--- config.mk ---
export PLATFORM = sky130hd
export DESIGN_NAME = pc_sequencer
export DESIGN_NICKNAME = d
export VERILOG_FILES = /design/src/rtl/pc_sequencer.sv
export SDC_FILE = /design/constraint.sdc
export NUM_CORES = 1
export LEC_CHECK = 0
export CORE_MARGIN = 8
export CORE_UTILIZATION = 30
export CTS_CLUSTER_SIZE = 25
export DETAILED_ROUTE_END_ITERATION = 8
export HOLD_SLACK_MARGIN = 0.03
export PLACE_DENSITY = 0.52
export SETUP_SLACK_MARGIN = 0.3
export SLEW_MARGIN = 15
export SYNTH_ARGS = -nofsm -noshare
export SYNTH_HDL_FRONTEND = slang
export SYNTH_SLANG_ARGS = --single-unit
--- constraint.sdc ---
create_clock -name i_clk -period 3.61 [get_ports i_clk]
set_input_delay 0.722 -clock i_clk [delete_from_list [all_inputs] [get_ports i_clk]]
set_output_delay 0.722 -clock i_clk [all_outputs]
set_load 0.01 [all_outputs]
--- src/rtl/pc_sequencer.sv ---
// pc_sequencer: program-counter register and next-PC selection for the
// single-cycle core. Picks sequential / branch / JAL / JALR targets, traps on
// misaligned control-flow targets, freezes on halt or trap, and counts
// retired instructions with saturation.
module pc_sequencer #(
    parameter logic [31:0] RESET_VECTOR = 32'h0000_0000,
    // Reset value of the retired counter; nonzero only to exercise saturation
    parameter logic [31:0] COUNT_RESET  = 32'h0000_0000
) (
    input  logic        i_clk,
    input  logic        i_rst_n,
    input  logic        i_branch_next,
    input  logic        i_is_branch,
    input  logic        i_is_jal,
    input  logic        i_is_jalr,
    input  logic [31:0] i_imm,
    input  logic [31:0] i_rs1_value,
    input  logic        i_stall,
    input  logic        i_halt_req,
    output logic [31:0] o_pc,
    output logic [31:0] o_pc_plus4,
    output logic        o_redirect,
    output logic        o_trap,
    output logic        o_halted,
    output logic [31:0] o_retired_count
);

    typedef enum logic [1:0] {
        ST_BOOT,
        ST_RUN,
        ST_HALT
    } state_t;

    state_t      r_state;
    state_t      w_state_next;
    logic [31:0] r_pc;
    logic [31:0] w_pc_next;
    logic        r_redirect;
    logic        w_redirect_next;
    logic        r_trap;
    logic        w_trap_next;
    logic        r_halted;
    logic        w_halted_next;
    logic [31:0] r_retired_count;
    logic [31:0] w_retired_count_next;

    logic [31:0] w_pc_plus4;
    logic [31:0] w_rel_target;
    logic [31:0] w_jalr_target;
    logic [31:0] w_target;
    logic        w_taken;
    logic        w_misaligned;
    logic [31:0] w_count_inc;

    // Candidate targets; all arithmetic wraps modulo 2^32
    assign w_pc_plus4    = r_pc + 32'd4;
    assign w_rel_target  = r_pc + i_imm;
    assign w_jalr_target = (i_rs1_value + i_imm) & 32'hFFFF_FFFE;

    // JALR outranks JAL, which outranks a conditional branch; branch_next only
    // matters when the instruction really is a branch
    assign w_taken      = i_is_jalr | i_is_jal | (i_is_branch & i_branch_next);
    assign w_target     = i_is_jalr ? w_jalr_target : w_rel_target;
    // JALR bit0 is already cleared, so checking both low bits is uniform
    assign w_misaligned = w_taken & (w_target[1:0] != 2'b00);

    // Counter sticks at all-ones instead of wrapping
    assign w_count_inc = (r_retired_count == 32'hFFFF_FFFF) ? r_retired_count
                                                             : r_retired_count + 32'd1;

    // State register: reset dominates everything, including stall and HALT
    always_ff @(posedge i_clk) begin
        if (!i_rst_n) begin
            r_state         <= ST_BOOT;
            r_pc            <= RESET_VECTOR;
            r_redirect      <= 1'b0;
            r_trap          <= 1'b0;
            r_halted        <= 1'b0;
            r_retired_count <= COUNT_RESET;
        end else begin
            r_state         <= w_state_next;
            r_pc            <= w_pc_next;
            r_redirect      <= w_redirect_next;
            r_trap          <= w_trap_next;
            r_halted        <= w_halted_next;
            r_retired_count <= w_retired_count_next;
        end
    end

    // Next-state / next-PC selection; default is to hold everything
    always_comb begin
        w_state_next         = r_state;
        w_pc_next            = r_pc;
        w_redirect_next      = r_redirect;
        w_trap_next          = r_trap;
        w_halted_next        = r_halted;
        w_retired_count_next = r_retired_count;
        case (r_state)
            ST_BOOT: begin
                // One warm-up cycle for instruction memory; nothing retires
                w_state_next = ST_RUN;
            end
            ST_RUN: begin
                if (i_halt_req) begin
                    // ECALL/EBREAK retires; target alignment is not examined
                    w_state_next         = ST_HALT;
                    w_halted_next        = 1'b1;
                    w_redirect_next      = 1'b0;
                    w_retired_count_next = w_count_inc;
                end else if (w_misaligned) begin
                    // Faulting instruction does not retire; pc stays on it
                    w_state_next  = ST_HALT;
                    w_trap_next   = 1'b1;
                    w_halted_next = 1'b1;
                end else if (!i_stall) begin
                    w_pc_next            = w_taken ? w_target : w_pc_plus4;
                    w_redirect_next      = w_taken;
                    w_retired_count_next = w_count_inc;
                end
            end
            ST_HALT: begin
                // Absorbing; only reset leaves
                w_state_next = ST_HALT;
            end
            default: begin
                w_state_next = ST_BOOT;
            end
        endcase
    end

    assign o_pc            = r_pc;
    assign o_pc_plus4      = w_pc_plus4;
    assign o_redirect      = r_redirect;
    assign o_trap          = r_trap;
    assign o_halted        = r_halted;
    assign o_retired_count = r_retired_count;

endmodule
## Word level (Yosys, flattened, before mapping)

Index checks and enable logic that the tools add are counted.

- Register bits: 69
- Bits of input ports: 72
- Output and inout bits: 99
- Logic and storage cells: 44

- Add/sub/neg operators: 4
- Equality and inequality tests: 6
- Multiplexer cells: 14
- Bitwise logic cells: 7
- Reduce and logical (&&, ||, !) cells: 7

Operators with widths:

| operator | count |
|---|---|
| $mux W32 | 6 |
| $add A32 B32 Y32 | 2 |
| $add A32 B1 Y32 const B | 1 |
| $add A32 B3 Y32 const B | 1 |
| $eq A32 B32 Y1 const B | 1 |
| $pmux W2 S3 | 1 |
| $reduce_and A3 Y1 | 2 |
| $mux W1 | 5 |
| $mux W2 | 2 |
| $reduce_and A4 Y1 | 1 |
| $reduce_bool A2 Y1 | 2 |
| $ne A3 B3 Y1 const B | 1 |
| $not A1 Y1 | 3 |
| $and A1 B1 Y1 | 2 |
| $eq A2 B1 Y1 const B | 1 |
| $eq A2 B2 Y1 const B | 1 |
| $logic_not A2 Y1 | 1 |
| $ne A2 B1 Y1 const B | 1 |
| $ne A2 B2 Y1 const B | 1 |
| $or A1 B1 Y1 | 2 |
| $reduce_and A2 Y1 | 1 |

## Longest topological paths before layout

Gate-level depths: netlist of run 1.

- Word-level depth: 7
- Mapped depth: 14
- Mapped depth without buffers: 12

## Worst setup path before layout of run 1

No wires, ideal clock.

- Path kind: input-to-reg
- From: in i_imm[0]
- To: reg r_retired_count[28] (netlist: o_retired_count[28])
- Library setup time: 115 ps
- Arrival: 3123 ps
- Required time: 3495 ps
- Path slack: 372 ps
- Stages on the path: 12
- Path buffers: 1
- Path through: ha_1 inv_1 fa_1 nor2b_1 o311ai_1 a21bo_2 nor4_4 nand2b_2 buf_4 or3_1 xnor2_1 and2_1

- Word-level cells in the longest chain between the ends: 6
- Elaborated cells on any way between the ends: 7
- Classes of those cells: add/sub: 2; eq/ne: 1; mux: 1; bitwise: 1; reduce/logical: 2

RTL lines:

| item | line | source |
|---|---|---|
| from (decl) | 16 | `input logic [31:0] i_imm,` |
| $add A32 B32 Y32 (on tied branches) | 57, 58 |  |
| $mux W32 (*) | 63 | `assign w_target = i_is_jalr ? w_jalr_target : w_rel_target;` |
| $reduce_bool A2 Y1 (*) | 65 | `assign w_misaligned = w_taken & (w_target[1:0] != 2'b00);` |
| $and A1 B1 Y1 (*) | 65 |  |
| $ne A2 B2 Y1 (no line) (*) | - |  |
| $reduce_and A3 Y1 (no line) (*) | - |  |
| to (signal assigned) | 86 | `r_retired_count <= w_retired_count_next;` |
| to (decl) | 44 | `logic [31:0] r_retired_count;` |

Every way passes the cells marked *; elsewhere a longest branch is shown, timed or not.
A chain may end at the register's enable or synchronous reset.

## Worst setup path in the final report of run 1

- From: reg r_pc[2] (netlist: o_pc[2])
- To: out o_pc_plus4[24]

- Word-level cells in the longest chain between the ends: 1

RTL lines:

| item | line | source |
|---|---|---|
| from (decl) | 36 | `logic [31:0] r_pc;` |
| from (signal assigned) | 82 | `r_pc <= w_pc_next;` |
| $add A32 B3 Y32 | 56 | `assign w_pc_plus4 = r_pc + 32'd4;` |
| to (decl) | 21 | `output logic [31:0] o_pc_plus4,` |

Every way passes these cells.

==> reports/results.tsv, run 1 <==
stage	metric	value	unit
floorplan	Initial Util	30.4	%
clock_tree	CTS Buffer Depth	2	
power	Pwr per Cell Area	265	nW/um^2
worst_setup_path	crit-path leading delay family	simple AND/OR/NAND/NOR gates	
global_route	largest net degree at the start of global routing	48	
hold_path	hold path endpoint	o_redirect	
floorplan	I/O pins	171	
worst_setup_path	CP endpoint kind	output port	
clock_tree	CTS buffer count	9	
sta	crit path time final	3.28	ns
worst_setup_path	startpoint types	flop	
drt	Vias per Instance	5.21	
global_route	vias in the first global route	8322	
cells_and_area	layout cells sized above 1	21.1	%
sta	Max Fclk	304	MHz
place	Post-Place Cells	1574	
worst_setup_path	WS Path Type	flop to output port	
sta	Slew HR	49.9	%
synth	sequential fraction of the synthesis area	18.7	%
worst_setup_path	FF-to-FF path depth	12	
worst_setup_path	Buf+Inv Stages, Crit Path	3	
cells_and_area	Diodes inserted	0	
worst_setup_path	slowest stage cell on the critical path	dfxtp_1	
sta	Clock Skews	0.00780	ns
cells_and_area	commonest non-fill, non-tap cell in the layout	buf_4	
hold_path	hold_sp	o_redirect	
cells_and_area	synth-to-layout area growth	52.3	%
sta	Fin. Hold Viols	0	
worst_setup_path	worst-path fanout max	5	
place	routability congestion estimate	0.884	
sta	Slew Limit Fails	0	
sta	final setup fails	0	
hold_path	worst hold-check path type	flop to flop	
worst_setup_path	CP Cell Sequence	ha_1 -> and3_1 -> nand3_2 -> nor3_4 -> buf_4 -> buf_4 -> nand2_1 -> xnor2_1 -> dlygate4sd2_1	
power	Static Leak	4.88	nW
job	count of maximum capacitance violations	0	
power	peak supply drop	203	uV
drt	drt drc	0	
clock_tree	CTS Hold Bufs	0	
floorplan	Core ar.	24200	um^2
synth	Yosys Warn Count	0	
floorplan	Die Width	173	um
synth	Post-synth ARST share	0	%
drt	antenna viol nets, final	0	
cells_and_area	final std cells w/o fill	1602	
cells_and_area	fin nets	1413	
place	DP Worst Slack	-0.345	ns
worst_setup_path	Critical Path RT	2.89	ns
sta	worst hold margin	0.464	ns
floorplan	# rows	57	
clock_tree	CTS sink cnt	69	
cells_and_area	commonest cells after routing, fill and taps aside	buf_4, clkdlybuf4s50_1, nand2_1	
synth	post-synthesis cell count	985	
worst_setup_path	Reg2Reg Setup Slack	0.64	ns
global_route	initial antenna violation count	0	
worst_setup_path	most frequent cell on the critical path	buf_4	
drt	wire per inst	17.9	um
worst_setup_path	r2r startpoint	o_pc[0]	
synth	number of synthesized flops with an enable pin	0	
synth	Synth Cell Area	7380	um^2
drt	drt pass-1 iters	5	
place	Post-DP HPWL	22.7	mm
synth	syn nets	1124	
clock_tree	htree depth	3	
place	# port buffers	170	
sta	actual slew at the worst max-slew pin	0.732	ns
floorplan	Die ar.	29900	um^2
sta	final worst slack	0.326	ns
sta	Tcrit/Tclk final	91.0	%
run_status	outcome	finished, final reports clean	
clock_tree	clk_lat worst skew	0.35	ns
cells_and_area	final core occ	46.4	%
synth	Synth cell types	82	
hold_path	hold path depth	2	
drt	via count	8345	
global_route	GR Overflow Total	0	
drt	Detailed Route WL	28.7	mm
synth	Mean Syn Cell Area	7.50	um^2
synth	Yosys reg bits	69	
global_route	gr usage total	18.5	%
worst_setup_path	Arr. time, crit path	2.56	ns
clock_tree	CTS tree	built	
clock_tree	clk root buf	clkbuf_16	
worst_setup_path	delay of the slowest cell on the worst path	0.41	ns
drt	number of DRC markers in iteration 0	545	
worst_setup_path	reg2reg end	o_pc[29]	
synth	top_reg_cell synth	dfxtp_1	
sta	RSZ-0062 raised after global routing	true	
global_route	first-pass GRT wire length	45.4	mm
clock_tree	Clock Pin Slew Worst Setup and Hold Paths	0.06	ns
floorplan	Die H	173	um
[cells in the mapped netlist (all sizes together), types with 28 or more instances]
cell,instances,share of area (%)
xnor2,65,7.7
nand2,101,5.1
clkbuf,37,1.9
nor2,68,3.5
o21ai,70,4.7
a21oi,83,5.7
xor2,29,3.4
nand3,39,2.6
dfxtp,69,19
and2,28,2.4
ha,65,11
inv,35,1.8
[cell type report]
class | count | area (um^2)
fill | 2481 | 13000
multi-input combinational | 835 | 6120
timing repair buffer | 324 | 2910
sequential | 69 | 1390
tap | 324 | 405
clock buffer | 9 | 225
inverter | 35 | 131
clock inverter | 6 | 63.8
[how the worst max path moves through the flow]
stage	from	end	cells past startpoint
floorplan	i_imm[0]	o_retired_count[28]	12
global placement	i_imm[1]	o_pc[30]	14
detailed placement	i_imm[2]	o_pc[28]	13
CTS	o_pc[2]	o_pc_plus4[26]	8
global route	o_pc[2]	o_pc_plus4[24]	9
finish	o_pc[2]	o_pc_plus4[24]	9
[flip-flops by register name, indices dropped and copies added, names as in the netlist]
register	count
o_pc	32
o_retired_count	32
r_state	2
o_halted	1
o_redirect	1
o_trap	1
[kinds of logic (layout without fill, tap and decap cells)]
group / after synthesis / in the layout / share of synthesized area [%]
simple gates: 354 / 354 / 24.6
compound gates: 313 / 313 / 28.5
xor+xnor: 94 / 94 / 11.2
buf+inv: 81 / 374 / 4.47
flops: 69 / 69 / 18.7
fa+ha+maj: 67 / 67 / 11.6
mux: 7 / 7 / 1.00
[layer usage]
metal,wire length (um),up-vias,global-route usage [%],part of all wire [%]
met2,13100,233,30.3,46
met4,431,0,4.20,1.5
met5,0,-,0,0
met1,13300,3881,24.2,47
li1,-,4202,-,-
met3,1770,29,4.49,6.2
[report_power, final]
part | total, mW | internal [mW] | switching (mW)
Combinational | 1.23 | 0.604 | 0.623
Sequential | 0.838 | 0.797 | 0.0411
Clock | 0.920 | 0.532 | 0.388
[metrics by stage]
step | setup TNS [ns] | power [mW] | cell area, um^2
finish | 0 | 2.99 | 11200
global route | 0 | 3.16 | 11200
CTS | 0 | 2.95 | 10900
detailed placement | -3.30 | 1.99 | 10400
global placement | -2.53 | 2.00 | 10400
floorplan | 0 | 1.47 | 7380
[what timing repair did]
action | in CTS | in global routing
resized for setup | 58 | 71
pin swaps | 19 | 23
buffers inserted | 8 | 5
endpoints found under the setup margin | 45 | 25
[tightest hold or removal path: cells and delay by family, from the launching register on]
kind               cells  cell delay [ns]
AOI/OAI and AO/OA      1             0.06
DFF                    1             0.31
and+or+nand+nor        1             0.04
(Power assumes the default switching activity.)
==> inputs of run 2 (changes only) <==
--- a/config.mk
+++ b/config.mk
@@ -5,12 +5,12 @@
 export SDC_FILE = /design/constraint.sdc
 export NUM_CORES = 1
 export LEC_CHECK = 0
-export CORE_MARGIN = 8
 export CORE_UTILIZATION = 30
 export CTS_CLUSTER_SIZE = 25
 export DETAILED_ROUTE_END_ITERATION = 8
+export DONT_BUFFER_PORTS = 1
 export HOLD_SLACK_MARGIN = 0.03
-export PLACE_DENSITY = 0.52
+export PLACE_DENSITY = 0.43
 export SETUP_SLACK_MARGIN = 0.3
 export SLEW_MARGIN = 15
 export SYNTH_ARGS = -nofsm -noshare
==> run 2 against run 1 <==
Net effect:
- sequential power increased by 2%
- largest cell class unchanged
- global-route usage up 2.3 points
- combinational power down 32%
- highest routed layer unchanged
- critical path depth down 3
- critical path type unchanged
- power decreased by 8.9%
- via count fell by 13%
- clock-buffer cell count unchanged
==> reports/results.tsv, run 2 (same netlist as run 1, synthesis figures left out) <==
stage	metric	value	unit
drt	top sig layer	met4	
floorplan	Core ar.	24200	um^2
sta	setup_tns	0	ns
drt	antenna viol nets, final	0	
sta	worst hold margin	0.503	ns
sta	Tcrit/Tclk final	88.8	%
sta	Fin. Hold Viols	0	
clock_tree	CTS tree	built	
cells_and_area	multi-input logic area	5710	um^2
sta	final setup fails	0	
job	count of maximum capacitance violations	0	
power	Static Leak	3.37	nW
worst_setup_path	most frequent cell on the critical path	nand3_1	
sta	Clock Skews	0.0105	ns
floorplan	Die Width	159	um
sta	Slew HR	55.9	%
power	Pwr per Cell Area	328	nW/um^2
hold_path	worst hold-check path type	input pin to flop	
worst_setup_path	Reg2Reg Setup Slack	0.51	ns
cells_and_area	synth-to-layout area growth	12.4	%
worst_setup_path	startpoint types	flop	
drt	wire per inst	20.0	um
drt	DR WL met3	1.84	mm
cells_and_area	fin nets	1133	
hold_path	hold path depth	1	
cells_and_area	final std cells w/o fill	1323	
cells_and_area	commonest non-fill, non-tap cell in the layout	nand2_1	
clock_tree	CTS Buffer Depth	2	
place	DP Worst Slack	0.0289	ns
drt	Detailed Route WL	26.4	mm
global_route	vias in the first global route	6960	
global_route	largest net degree at the start of global routing	63	
global_route	GR Overflow Total	0	
worst_setup_path	FF-to-FF path depth	13	
clock_tree	CTS Hold Bufs	0	
drt	number of DRC markers in iteration 0	506	
sta	final worst slack	0.404	ns
global_route	initial antenna violation count	0	
drt	Vias per Instance	5.49	
run_status	outcome	finished, final reports clean	
floorplan	Initial Util	30.4	%
worst_setup_path	worst-path fanout max	6	
global_route	gr usage total	20.8	%
cells_and_area	Diodes inserted	0	
drt	via count	7269	
cells_and_area	commonest cells after routing, fill and taps aside	nand2_1, a21oi_1, nor2_1	
clock_tree	clk root buf	clkbuf_16	
worst_setup_path	WS Path Type	flop to output port	
worst_setup_path	reg2reg end	o_pc[29]	
place	Post-Place Cells	1306	
hold_path	hold_sp	i_rst_n	
floorplan	# rows	57	
worst_setup_path	slowest stage cell on the critical path	dfxtp_2	
worst_setup_path	r2r startpoint	o_pc[0]	
clock_tree	CTS sink cnt	69	
cells_and_area	layout cells sized above 1	9.51	%
sta	Max Fclk	312	MHz
worst_setup_path	CP endpoint kind	output port	
cells_and_area	final core occ	34.2	%
floorplan	Die ar.	25200	um^2
clock_tree	htree depth	3	
drt	drt pass-1 iters	6	
sta	RSZ-0062 raised after global routing	true	
floorplan	Die H	159	um
global_route	first-pass GRT wire length	40.9	mm
place	# port buffers	0	
clock_tree	CTS buffer count	9	
floorplan	I/O pins	171	
power	Tot Pwr	2.72	mW
hold_path	hold path endpoint	o_retired_count[25]	
drt	drt drc	0	
cells_and_area	Fillers	2634	
sta	crit path time final	3.21	ns
worst_setup_path	Critical Path RT	2.89	ns
sta	actual slew at the worst max-slew pin	0.662	ns
drt	DR WL met2	11.5	mm
worst_setup_path	delay of the slowest cell on the worst path	0.41	ns
worst_setup_path	CP Cell Sequence	and4_1 -> nand3_1 -> nor3_2 -> and3_1 -> nand3_1 -> xnor2_1	
worst_setup_path	Arr. time, crit path	2.48	ns
power	peak supply drop	245	uV
clock_tree	clk_lat worst skew	0.34	ns
sta	Slew Limit Fails	0	
place	Post-DP HPWL	21.3	mm
place	routability congestion estimate	0.902	
cells_and_area	post-route cell area	8300	um^2
clock_tree	Clock Pin Slew Worst Setup and Hold Paths	0.06	ns
place	Placement Cell Area	7920	um^2
cells_and_area	Sequential cell area	1390	um^2
drt	WL met1	12.6	mm
-- run 2: cell types whose count changed in the layout (fill, tap and decap cells not counted), moves of 8 or more --
cell,previous run,this run
clkdlybuf4s50_1,131,0
buf_4,150,44
dlymetal6s2s_1,20,0
dlygate4sd2_1,16,0
ha_1,49,65
ha_4,13,0
a21oi_1,73,81
a21oi_2,10,2
-- run 2: worst max-delay path by stage --
| stage | startpoint | endpoint | slack, ns | cells after the start |
|---|---|---|---|---|
| after CTS | o_pc[16] | o_pc_plus4[30] | 0.33 | 7 |
| final | o_pc[3] | o_pc_plus4[29] | 0.40 | 6 |
| after floorplan | i_imm[0] | o_retired_count[28] | 0.37 | 12 |
| after global routing | o_pc[3] | o_pc_plus4[29] | 0.26 | 6 |
| after detailed placement | i_imm[2] | o_pc[28] | 0.03 | 11 |
| after global placement | i_imm[2] | o_pc[28] | 0.09 | 11 |
-- run 2: what timing repair did --
action / CTS / global route
gates resized for setup: 3 / 9
buffers inserted: 0 / 1
pin swaps: 0 / 2
endpoints found under the setup margin: 5 / 10
hold endpoints to repair: 0 / 0
-- run 2: layout make-up --
type,count,area share (%)
tap,324,4.89
timing repair buffer,44,3.98
clock inverter,7,1.25
sequential,69,16.7
multi-input combinational,835,68.9
clock buffer,9,2.71
inverter,35,1.58
-- run 2: critical path, delay by kind of cell (launching register included) --
family                    cells  cell delay [ns]
xor gates and xnor gates      1             0.32
and+or+nand+nor               5             1.41
DFF                           1             0.41
-- run 2: where the power goes --
part	total, mW	internal, mW	switching [mW]
clock network	1.02	0.617	0.404
registers	0.856	0.797	0.0593
logic	0.842	0.337	0.505
total	2.72	1.75	0.968
-- run 2: per-layer routing --
layer | vias up | global-route usage, %
li1 | 3635 | -
met1 | 3400 | 28.3
met2 | 209 | 32.2
met3 | 25 | 5.28
met4 | 0 | 5.68
met5 | - | 0
==> inputs of run 3 (changes only) <==
--- a/config.mk
+++ b/config.mk
@@ -8,9 +8,7 @@
 export CORE_UTILIZATION = 30
 export CTS_CLUSTER_SIZE = 25
 export DETAILED_ROUTE_END_ITERATION = 8
-export DONT_BUFFER_PORTS = 1
 export HOLD_SLACK_MARGIN = 0.03
-export PLACE_DENSITY = 0.43
 export SETUP_SLACK_MARGIN = 0.3
 export SLEW_MARGIN = 15
 export SYNTH_ARGS = -nofsm -noshare
==> constraint.sdc (replaced) <==
create_clock -name i_clk -period 3.45 [get_ports i_clk]
set_input_delay 0.69 -clock i_clk [delete_from_list [all_inputs] [get_ports i_clk]]
set_output_delay 0.69 -clock i_clk [all_outputs]
set_load 0.01 [all_outputs]
==> run 3 against run 2 <==
Net effect:
- design area up 40%
- register-to-register slack barely moved
- global-route usage up 0.10 points
- sequential share of layout area fell by 4.7 points
- clock skew decreased by 0.0039 ns
- largest power group is now combinational logic
- critical path depth did not move
- combinational power rose by 58%
- hold slack worse by 0.012 ns
- power rose by 17%
- wire length is 2.9% higher
- utilization up 14 points
- sequential cell count stayed put
==> reports/results.tsv, run 3 (same netlist as run 1, synthesis figures left out) <==
stage	metric	value	unit
worst_setup_path	crit-path leading delay family	simple AND/OR/NAND/NOR gates	
floorplan	Core ar.	24200	um^2
power	Tot Pwr	3.19	mW
clock_tree	CTS buffer count	9	
sta	Slew HR	53.1	%
place	# port buffers	170	
floorplan	Die Width	159	um
worst_setup_path	delay of the slowest cell on the worst path	0.60	ns
worst_setup_path	Arr. time, crit path	2.43	ns
drt	antenna viol nets, final	0	
cells_and_area	commonest non-fill, non-tap cell in the layout	buf_4	
drt	drt pass-1 iters	5	
worst_setup_path	WS Path Type	flop to output port	
drt	via count	8570	
worst_setup_path	slowest stage cell on the critical path	clkdlybuf4s50_1	
sta	final worst slack	0.328	ns
worst_setup_path	Critical Path RT	2.76	ns
job	count of maximum capacitance violations	0	
worst_setup_path	FF-to-FF path depth	12	
place	Placement Cell Area	10500	um^2
sta	Fin. Hold Viols	0	
sta	worst hold margin	0.491	ns
global_route	largest net degree at the start of global routing	47	
sta	final setup fails	0	
worst_setup_path	worst-path fanout max	6	
power	peak supply drop	229	uV
cells_and_area	commonest cells after routing, fill and taps aside	buf_4, clkdlybuf4s50_1, nand2_1	
place	routability congestion estimate	0.881	
clock_tree	htree depth	3	
global_route	first-pass GRT wire length	42.6	mm
place	Post-DP HPWL	21.2	mm
worst_setup_path	CP Cell Sequence	and4_4 -> nand3_2 -> nor2_2 -> and4_1 -> xor2_1 -> clkdlybuf4s50_1	
cells_and_area	multi-input logic area	6360	um^2
clock_tree	CTS tree	built	
worst_setup_path	Buf+Inv Stages, Crit Path	1	
cells_and_area	Diodes inserted	0	
cells_and_area	Sequential cell area	1390	um^2
sta	Clock Skews	0.00656	ns
sta	actual slew at the worst max-slew pin	0.702	ns
cells_and_area	fin nets	1430	
drt	Detailed Route WL	27.2	mm
clock_tree	Clock Pin Slew Worst Setup and Hold Paths	0.06	ns
cells_and_area	Fillers	2357	
floorplan	Die ar.	25200	um^2
sta	RSZ-0062 raised after global routing	true	
drt	drt drc	0	
worst_setup_path	r2r startpoint	o_pc[0]	
hold_path	hold_sp	o_halted	
sta	crit path time final	3.12	ns
hold_path	hold path endpoint	o_halted	
global_route	vias in the first global route	8267	
worst_setup_path	reg2reg end	o_pc[28]	
sta	Slew Limit Fails	0	
clock_tree	clk_lat worst skew	0.35	ns
worst_setup_path	startpoint types	flop	
global_route	gr usage total	20.9	%
drt	number of DRC markers in iteration 0	462	
floorplan	I/O pins	171	
floorplan	Initial Util	30.4	%
hold_path	worst hold-check path type	flop to flop	
global_route	initial antenna violation count	0	
worst_setup_path	CP endpoint kind	output port	
drt	Vias per Instance	5.29	
run_status	outcome	finished, final reports clean	
place	DP Worst Slack	-0.472	ns
drt	wire per inst	16.8	um
clock_tree	clk root buf	clkbuf_16	
sta	Tcrit/Tclk final	90.5	%
global_route	GR Overflow Total	0	
worst_setup_path	Reg2Reg Setup Slack	0.51	ns
floorplan	# rows	57	
clock_tree	CTS Buffer Depth	2	
cells_and_area	layout cells sized above 1	24.8	%
floorplan	Die H	159	um
power	Static Leak	5.02	nW
power	Pwr per Cell Area	275	nW/um^2
cells_and_area	synth-to-layout area growth	57.1	%
hold_path	hold path depth	1	
cells_and_area	final core occ	47.8	%
cells_and_area	post-route cell area	11600	um^2
clock_tree	CTS sink cnt	69	
sta	Max Fclk	320	MHz
[run 3: how the worst max path moves through the flow]
| stage | startpoint | end | slack [ns] | cells past startpoint |
|---|---|---|---|---|
| after global placement | i_imm[1] | o_pc[30] | -0.44 | 14 |
| final | o_pc[3] | o_pc_plus4[15] | 0.33 | 6 |
| after floorplan | i_imm[0] | o_pc[16] | 0.31 | 13 |
| after detailed placement | i_imm[0] | o_pc[30] | -0.47 | 14 |
| after global routing | i_imm[22] | o_pc[29] | 0.19 | 11 |
| after CTS | o_pc[3] | o_pc_plus4[25] | 0.20 | 7 |
[run 3: layout make-up]
class / count / share of cell area, %
Timing Repair Buffer: 341 / 25.9
Tap cell: 324 / 3.49
Clock inverter: 6 / 0.604
Clock buffer: 10 / 2.06
Sequential cell: 69 / 12.0
Inverter: 35 / 1.13
Multi-Input combinational cell: 835 / 54.9
[run 3: routing by layer]
| layer | track usage (%) | up-vias | wire [um] |
|---|---|---|---|
| met5 | 0 | - | 0 |
| li1 | - | 4236 | - |
| met2 | 34.4 | 281 | 12500 |
| met1 | 28.0 | 4010 | 12800 |
| met4 | 6.60 | 0 | 655 |
| met3 | 2.90 | 43 | 1280 |
[run 3: through the flow]
| step | instances | setup TNS, ns |
|---|---|---|
| 5_1_grt | 1620 | 0 |
| 3_5_place_dp | 1588 | -9.22 |
| 2_1_floorplan | 985 | 0 |
| 3_3_place_gp | 1588 | -7.51 |
| 4_1_cts | 1613 | 0 |
| 6_report | 1620 | 0 |
[run 3: power by group]
part / internal (mW) / switching (mW)
logic: 0.662 / 0.668
clock network: 0.583 / 0.399
registers: 0.834 / 0.0410
[run 3: timing repair]
item | 4_1_cts | 5_1_grt
setup endpoints to repair | 73 | 41
hold buffers | 0 | 0
setup buffers | 9 | 7
resized for setup | 109 | 89
pin swaps | 29 | 38
